## src/rtl/reg_wr_arbiter.sv

```systemverilog
// Write-port arbiter for an 8x8 register file: two round-robin requesters plus a clear walk.
// Optional REG_WR_ARB_STALL_CNT_EN adds saturating per-requester stall counters (STALL0/STALL1).
module reg_wr_arbiter #(
  parameter int DATA_W = 8,
  parameter int ADDR_W = 3,
  parameter logic [DATA_W-1:0] CLR_VALUE = '0
) (
  input  logic              CLK,
  input  logic              RESET,
  input  logic              VALID0,
  input  logic [ADDR_W-1:0] ADDR0,
  input  logic [DATA_W-1:0] DATA0,
  output logic              READY0,
  input  logic              VALID1,
  input  logic [ADDR_W-1:0] ADDR1,
  input  logic [DATA_W-1:0] DATA1,
  output logic              READY1,
  input  logic              CLR_REQ,
  output logic              BUSY,
  output logic              CLR_DONE,
  output logic              WRITE,
  output logic [ADDR_W-1:0] INADDRESS,
  output logic [DATA_W-1:0] IN
`ifdef REG_WR_ARB_STALL_CNT_EN
  ,
  output logic [7:0]        STALL0,
  output logic [7:0]        STALL1
`endif
);

  typedef enum logic [0:0] {IDLE = 1'b0, CLR = 1'b1} state_t;

  localparam logic [ADDR_W-1:0] LAST_ADDR = '1;
  localparam logic [ADDR_W-1:0] ADDR_ONE  = {{(ADDR_W-1){1'b0}}, 1'b1};

  state_t              state_reg;
  logic [ADDR_W-1:0]   count_reg;
  logic                rr_last_reg;
  logic                write_reg;
  logic [ADDR_W-1:0]   addr_reg;
  logic [DATA_W-1:0]   data_reg;
  logic                clr_done_reg;
  logic                grant_ok;

  // Grants are a pure function of state and inputs, never of each other.
  assign grant_ok = RESET && (state_reg == IDLE) && !CLR_REQ;
  assign READY0   = grant_ok && VALID0 && (!VALID1 || rr_last_reg);
  assign READY1   = grant_ok && VALID1 && (!VALID0 || !rr_last_reg);

  assign BUSY      = (state_reg == CLR);
  assign CLR_DONE  = clr_done_reg;
  assign WRITE     = write_reg;
  assign INADDRESS = addr_reg;
  assign IN        = data_reg;

  always_ff @(posedge CLK or negedge RESET) begin
    if (!RESET) begin
      state_reg    <= IDLE;
      count_reg    <= '0;
      rr_last_reg  <= 1'b1;
      write_reg    <= 1'b0;
      addr_reg     <= '0;
      data_reg     <= '0;
      clr_done_reg <= 1'b0;
    end else begin
      clr_done_reg <= 1'b0;
      case (state_reg)
        IDLE: begin
          if (CLR_REQ) begin
            state_reg <= CLR;
            count_reg <= '0;
            write_reg <= 1'b0;
          end else if (VALID0 && READY0) begin
            write_reg   <= 1'b1;
            addr_reg    <= ADDR0;
            data_reg    <= DATA0;
            rr_last_reg <= 1'b0;
          end else if (VALID1 && READY1) begin
            write_reg   <= 1'b1;
            addr_reg    <= ADDR1;
            data_reg    <= DATA1;
            rr_last_reg <= 1'b1;
          end else begin
            write_reg <= 1'b0;
          end
        end
        CLR: begin
          write_reg <= 1'b1;
          addr_reg  <= count_reg;
          data_reg  <= CLR_VALUE;
          count_reg <= count_reg + ADDR_ONE;
          // The done pulse lines up with the last clear write on the outputs.
          if (count_reg == LAST_ADDR) begin
            state_reg    <= IDLE;
            clr_done_reg <= 1'b1;
          end
        end
        default: state_reg <= IDLE;
      endcase
    end
  end

`ifdef REG_WR_ARB_STALL_CNT_EN
  logic [7:0] stall0_reg;
  logic [7:0] stall1_reg;

  assign STALL0 = stall0_reg;
  assign STALL1 = stall1_reg;

  // Counters survive the clear sequence; only reset zeroes them.
  always_ff @(posedge CLK or negedge RESET) begin
    if (!RESET) begin
      stall0_reg <= 8'd0;
      stall1_reg <= 8'd0;
    end else begin
      if (VALID0 && !READY0 && (stall0_reg != 8'hFF))
        stall0_reg <= stall0_reg + 8'd1;
      if (VALID1 && !READY1 && (stall1_reg != 8'hFF))
        stall1_reg <= stall1_reg + 8'd1;
    end
  end
`endif

endmodule

```

## config.mk

```make
export PLATFORM = sky130hd
export DESIGN_NAME = reg_wr_arbiter
export DESIGN_NICKNAME = d
export VERILOG_FILES = /design/src/rtl/reg_wr_arbiter.sv
export SDC_FILE = /design/constraint.sdc
export NUM_CORES = 1
export LEC_CHECK = 0
export CAP_MARGIN = 40
export CORE_UTILIZATION = 40
export DETAILED_ROUTE_END_ITERATION = 12
export PLACE_DENSITY = 0.79
export SETUP_SLACK_MARGIN = 0.5
export SLEW_MARGIN = 20
export SYNTH_ARGS = -nofsm -noshare
export SYNTH_HDL_FRONTEND = slang
export SYNTH_SLANG_ARGS = --single-unit
export TNS_END_PERCENT = 50
```

## constraint.sdc

```tcl
create_clock -name CLK -period 1.95 [get_ports CLK]
set_input_delay 0.39 -clock CLK [delete_from_list [all_inputs] [get_ports CLK]]
set_output_delay 0.39 -clock CLK [all_outputs]
set_load 0.005 [all_outputs]
```

==> metrics, run 1 <==
status=finished, final reports clean; GRT overflow=0; hold_ws=0.211 ns; IO Count=43; Logic pwr share=0.510; #FFs+latches synth=18; Area growth syn-to-layout=87.5%; area of the die=2450 sq um; CTS sink cnt=18; GR Util met3=0.0741; post-synthesis simple-gate area fraction=0.225; Nets=184; mux contribution to synthesized area=0.0222; Pre-antenna DRT Iters=4; Seq/Total Area, Yosys=0.501; Most Used Layer, Global Route=met2; Synth area leader=dfrtp_1; IO Port Bufs=42; core area=2040 sq um; Tmin final=1.77 ns; asr flop ratio synth=1.00; FF-to-FF Start=BUSY; total CTS buffers=3; fin crit share=0.908; switching share of power=0.344; H-tree levels=1; min-delay worst type=input port to async pin; DP HPWL=1.89 mm; max cap viols=0; startpoint types=flop; Crit. End Element=output pin; clk buf depth=2; fmax=0.564 GHz; Crit Path Max Fanout=2; Clock Skews=0.0242 ns; global-route wire length before repair=4.63 mm; GRT Resource Usage Total=0.264; TritonCTS clock tree=built; placed cells=162; largest net degree at the start of global routing=17; R2R cell count=7; later-pin clock latency in the skew report=0.32 ns; DRC viols=0; Max Slew Vio Count=0; WL/cell=18.7 microns; Slew headroom=0.781; placer congestion estimate=0.733; Leakage=0.000906 uW; max reg flops=8; CP arrival=1.38 ns; met1 usage=0.312; CP Data Required Time=1.56 ns; Yosys cell types=31; most instantiated cells after synthesis=17 x dfrtp_1, 11 x nor2_1, 8 x a221oi_1; Synth top area share=0.472; setup violators final=0; Mapped Cells=83; vias in the first global route=913; actual slew at the worst max-slew pin=0.327 ns; Flop pwr share=0.342; Layout Utilization=0.828; initial antenna violation count=0; Post-Route WL=3.39 mm; final hold viol count=0; largest cells by area after synthesis=dfrtp_1 47%, a221oi_1 7.8%, nor2_1 4.6%; die width=49.5 microns; met2 Resource Use GR=0.445; Syn. warnings=0; most numerous cell in the Yosys netlist=dfrtp_1; clock slew seen by the registers of the worst setup and hold paths=0.09 ns; Reg2Reg Capture Point=count_reg[2]; Syn Nets=112; Core Rows=16; Worst VDD drop=0.761 mV; ys flop type=dfrtp_1; Die Y=49.5 microns; Clk pwr share=0.148; vias=988; R2R Setup Slk=0.32 ns; Post-synth EDFFs=0; Synth Area in Compound Gates=0.180; P_int=1080 uW; Sw Pwr=566 uW; DP Area=1440 sq um; Ant. Diodes=0; critical path type=flop to output pin; largest family of logic cells by synthesized area=simple AND/OR/NAND/NOR gates; 1st-iter DRT viols=23; root buffer cell=clkbuf_4; RSZ-0062 raised after global routing=yes; post-synthesis instance area=902 sq um; non-filler cells, final=181; Synth Area in XOR/XNOR=0; DRT antenna net count=0; post-DR vias/cell=5.46; syn_area_per_cell=10.9 sq um; final instance area=1690 sq um; area share of fa/ha/maj cells after synthesis=0.0277; Starting Density=0.442; fraction of layout cells with a size suffix above 1=0.351; Power Density=973 nW/um^2
-- layout by cell type (no fill, tap or decap), types with 3 or more instances in the layout --
cell type and instances:
a221oi_2 7, buf_4 23, buf_6 4, clkbuf_4 3, clkdlybuf4s50_1 24, dfrtp_1 17, dlygate4sd2_1 3, dlymetal6s2s_1 12
nand2_1 5, nor2_1 10, nor3_1 7
-- final cells by class --
type / instances / area (sq um)
timing repair buffer: 70 / 679
sequential: 18 / 452
multi-input combinational: 60 / 483
tap: 27 / 33.8
clock buffer: 4 / 36.3
inverter: 2 / 7.51
fill: 119 / 350
-- worst max-delay path by stage --
stage               endpoint  depth (start not counted)   from  slack, ns
floorplan             READY0                          3   BUSY       0.57
global placement      READY1                          4  RESET      -0.37
detailed placement    READY1                          4  RESET      -0.38
CTS                   READY0                          5   BUSY       0.27
global route          READY0                          5   BUSY       0.12
finish                READY0                          5   BUSY       0.18
-- per-stage QoR --
stage,setup TNS (ns),setup slack [ns],power [uW]
2_1_floorplan,0,0.574,901
4_1_cts,0,0.269,1560
3_3_place_gp,-0.852,-0.371,1180
6_report,0,0.178,1650
5_1_grt,0,0.116,1740
3_5_place_dp,-1.23,-0.378,1210
-- power by group through the flow --
stage	Combinational (uW)	Sequential, uW	Clock, uW
6_report	840	563	243
3_5_place_dp	636	575	0
3_3_place_gp	614	567	0
4_1_cts	767	558	239
2_1_floorplan	334	567	0
5_1_grt	905	574	262
-- routing by layer --
layer / vias to the layer above / part of all wire
met2: 48 / 0.51
met5: - / 0
met3: 10 / 0.055
met1: 476 / 0.41
met4: 0 / 0.030
li1: 454 / -
-- cell families after synthesis --
group	after synthesis
muxes	2
buffers and inverters	6
AOI/OAI and AO/OA	20
adders and majority gates	2
DFF	18
and+or+nand+nor	35
-- worst max-delay path, stage by stage (launching register included) --
cell,delay [ns]
dfrtp_1,0.41
buf_6,0.13
nor3b_4,0.22
nand3_2,0.14
inv_2,0.07
buf_2,0.10
-- what timing repair did --
item                                    in CTS  in global routing
gates resized for setup                     32                 14
pin swaps                                    5                  2
gates cloned                                 1                  0
endpoints found under the setup margin      28                 31
hold buffers                                 0                  0
setup buffers                                6                  8
(Power assumes the default switching activity.)
==> inputs of run 2 (changes only) <==
- SLEW_MARGIN: 20 -> unset
- clock period: 1.95 -> 1.65 ns (I/O delays scaled with it)
==> run 2 against run 1 <==
  * The run now ends with negative setup slack left
  * Routed wire length shrank 9.0%
  * Sequential cell count is the same
  * Non-clock buffer count shrank 1
  * First-iteration DRC count shrank 8.7%
==> metrics, run 2 (synthesis results as in run 1) <==
clk buf depth=2 (unchanged); Max Slew Vio Count=0 (unchanged); DRT antenna net count=0 (unchanged); Nets=184 (unchanged); TritonCTS clock tree=built; max reg flops=8 (unchanged); placer congestion estimate=0.713 (-2.7%); initial antenna violation count=0 (unchanged); root buffer cell=clkbuf_4; Pre-antenna DRT Iters=4 (unchanged); max cap viols=0 (unchanged); Layout Utilization=0.824 (-0.00490); global-route wire length before repair=4.86 mm (+5.1%); DP HPWL=1.82 mm (-3.4%); vias in the first global route=997 (+9.2%); IO Count=43 (unchanged); fraction of layout cells with a size suffix above 1=0.494 (+0.143); final hold viol count=0 (unchanged); CP arrival=1.42 ns (+0.04 ns); Flop pwr share=0.323 (-0.019); FILL cells=124 (+4.2%); most common library cell in the layout ignoring fill and taps=clkdlybuf4s50_1; most frequent cells in the layout=24 x clkdlybuf4s50_1, 18 x buf_4, 17 x dfrtp_1; H-tree levels=1 (unchanged); placed cells=160 (-1.2%); DP Area=1460 sq um (+1.5%); Starting Density=0.442 (unchanged); Logic pwr share=0.541 (+0.031); GRT Resource Usage Total=0.266 (+0.00233); status=finished with violations; Power Total=2050 uW (+24%); Ant. Diodes=0 (unchanged); vias=988 (unchanged); Slew headroom=0.769 (-0.0122); Place WS=-0.596 ns (-0.219 ns); Clk pwr share=0.137 (-0.011); fin crit share=1.06; clock slew seen by the registers of the worst setup and hold paths=0.10 ns (about the same); CP Data Required Time=1.32 ns (-0.24 ns); DRC viols=0 (unchanged); final instance area=1680 sq um (-0.59%); Core Rows=16 (unchanged); later-pin clock latency in the skew report=0.30 ns (-0.02 ns); Tmin final=1.75 ns; GRT overflow=0 (unchanged); Crit Path Max Fanout=2 (unchanged); actual slew at the worst max-slew pin=0.345 ns (+0.0182 ns); Post-Route WL=3.09 mm (-9.0%); Leakage=0.000760 uW (-16%); Die Y=49.5 microns (unchanged); non-filler cells, final=181 (unchanged); core area=2040 sq um (unchanged); fmax=0.573 GHz; failing checks=negative setup slack; largest net degree at the start of global routing=14 (-3); Worst VDD drop=1.09 mV (+43%); 1st-iter DRT viols=21 (-8.7%); critical path type=flop to output pin; CTS sink cnt=18 (unchanged); area of the die=2450 sq um (unchanged); startpoint types=flop; Area growth syn-to-layout=86.4%; Power Density=1220 nW/um^2 (+25%); total CTS buffers=3 (unchanged); IO Port Bufs=42 (unchanged); Crit. End Element=output pin; Sw Pwr=704 uW (+24%); Worst Setup Slack, final=-0.0952 ns (-0.274 ns); post-DR vias/cell=5.46 (unchanged); P_int=1340 uW (+24%); min-delay worst type=input port to async pin; switching share of power=0.344 (about the same); RSZ-0062 raised after global routing=yes; Clock Skews=0.00691 ns (-0.0173 ns); die width=49.5 microns (unchanged); setup violators final=2 (+2); WL/cell=17.1 microns (-9.0%)
-- run 2: cell types whose count changed in the layout (fill, tap and decap cells not counted), sizes merged --
cell / previous run / this run
dlymetal6s2s: 12 / 0
dlygate4sd2: 3 / 2
and2: 2 / 3
buf: 31 / 43
-- run 2: path summary, 6_finish.rpt --
kind,startpoint,end,slack [ns],cells after the start
worst max register to register,BUSY,INADDRESS[2],0.02,8
worst max-delay path,BUSY,READY0,-0.1,6
worst min register to register,count_reg[0],count_reg[0],0.53,1
min in group CLK,count_reg[0],count_reg[0],0.53,1
max in group asynchronous,RESET,rr_last_reg,1.18,2
worst min-delay path,RESET,INADDRESS[0],0.19,2
-- run 2: power groups by stage --
stage          Sequential [uW]  Clock (uW)  Combinational [uW]
3_5_place_dp               663           0                 813
6_report                   660         280                1110
2_1_floorplan              671           0                 426
3_3_place_gp               659           0                 786
5_1_grt                    672         304                1190
4_1_cts                    649         280                 985
-- run 2: what timing repair did --
action | 4_1_cts | 5_1_grt
hold buffers | 0 | 0
resized for setup | 81 | 10
pin swaps | 15 | 4
gates cloned | 2 | 0
endpoints found under the setup margin | 30 | 34
setup buffers | 10 | 5
-- run 2: per-stage QoR --
stage	setup TNS [ns]	hold slack (ns)
3_3_place_gp	-4.60	0.494
4_1_cts	-0.0902	0.144
3_5_place_dp	-5.18	0.511
2_1_floorplan	0	0.0344
6_report	-0.136	0.190
5_1_grt	-0.652	0.172
-- run 2: final cells by class --
type	instances	area (sq um)	share of cell area
Tap cell	27	33.8	0.0201
Multi-Input combinational cell	61	556	0.330
Timing Repair Buffer	69	597	0.355
Inverter	2	7.51	0.00446
Sequential cell	18	452	0.269
Clock buffer	4	36.3	0.0216
-- run 2: worst max-delay path, cell delays in order (launching register included) --
cell	delay (ns)
dfrtp_1	0.41
buf_6	0.13
buf_6	0.11
nor3b_4	0.22
nand3_4	0.10
inv_2	0.06
buf_2	0.10
-- run 2: layer usage --
layer	GRT usage	wire length, microns
met4	0.100	33
met5	0	0
met2	0.457	1580
met1	0.331	1270
met3	0.0494	203
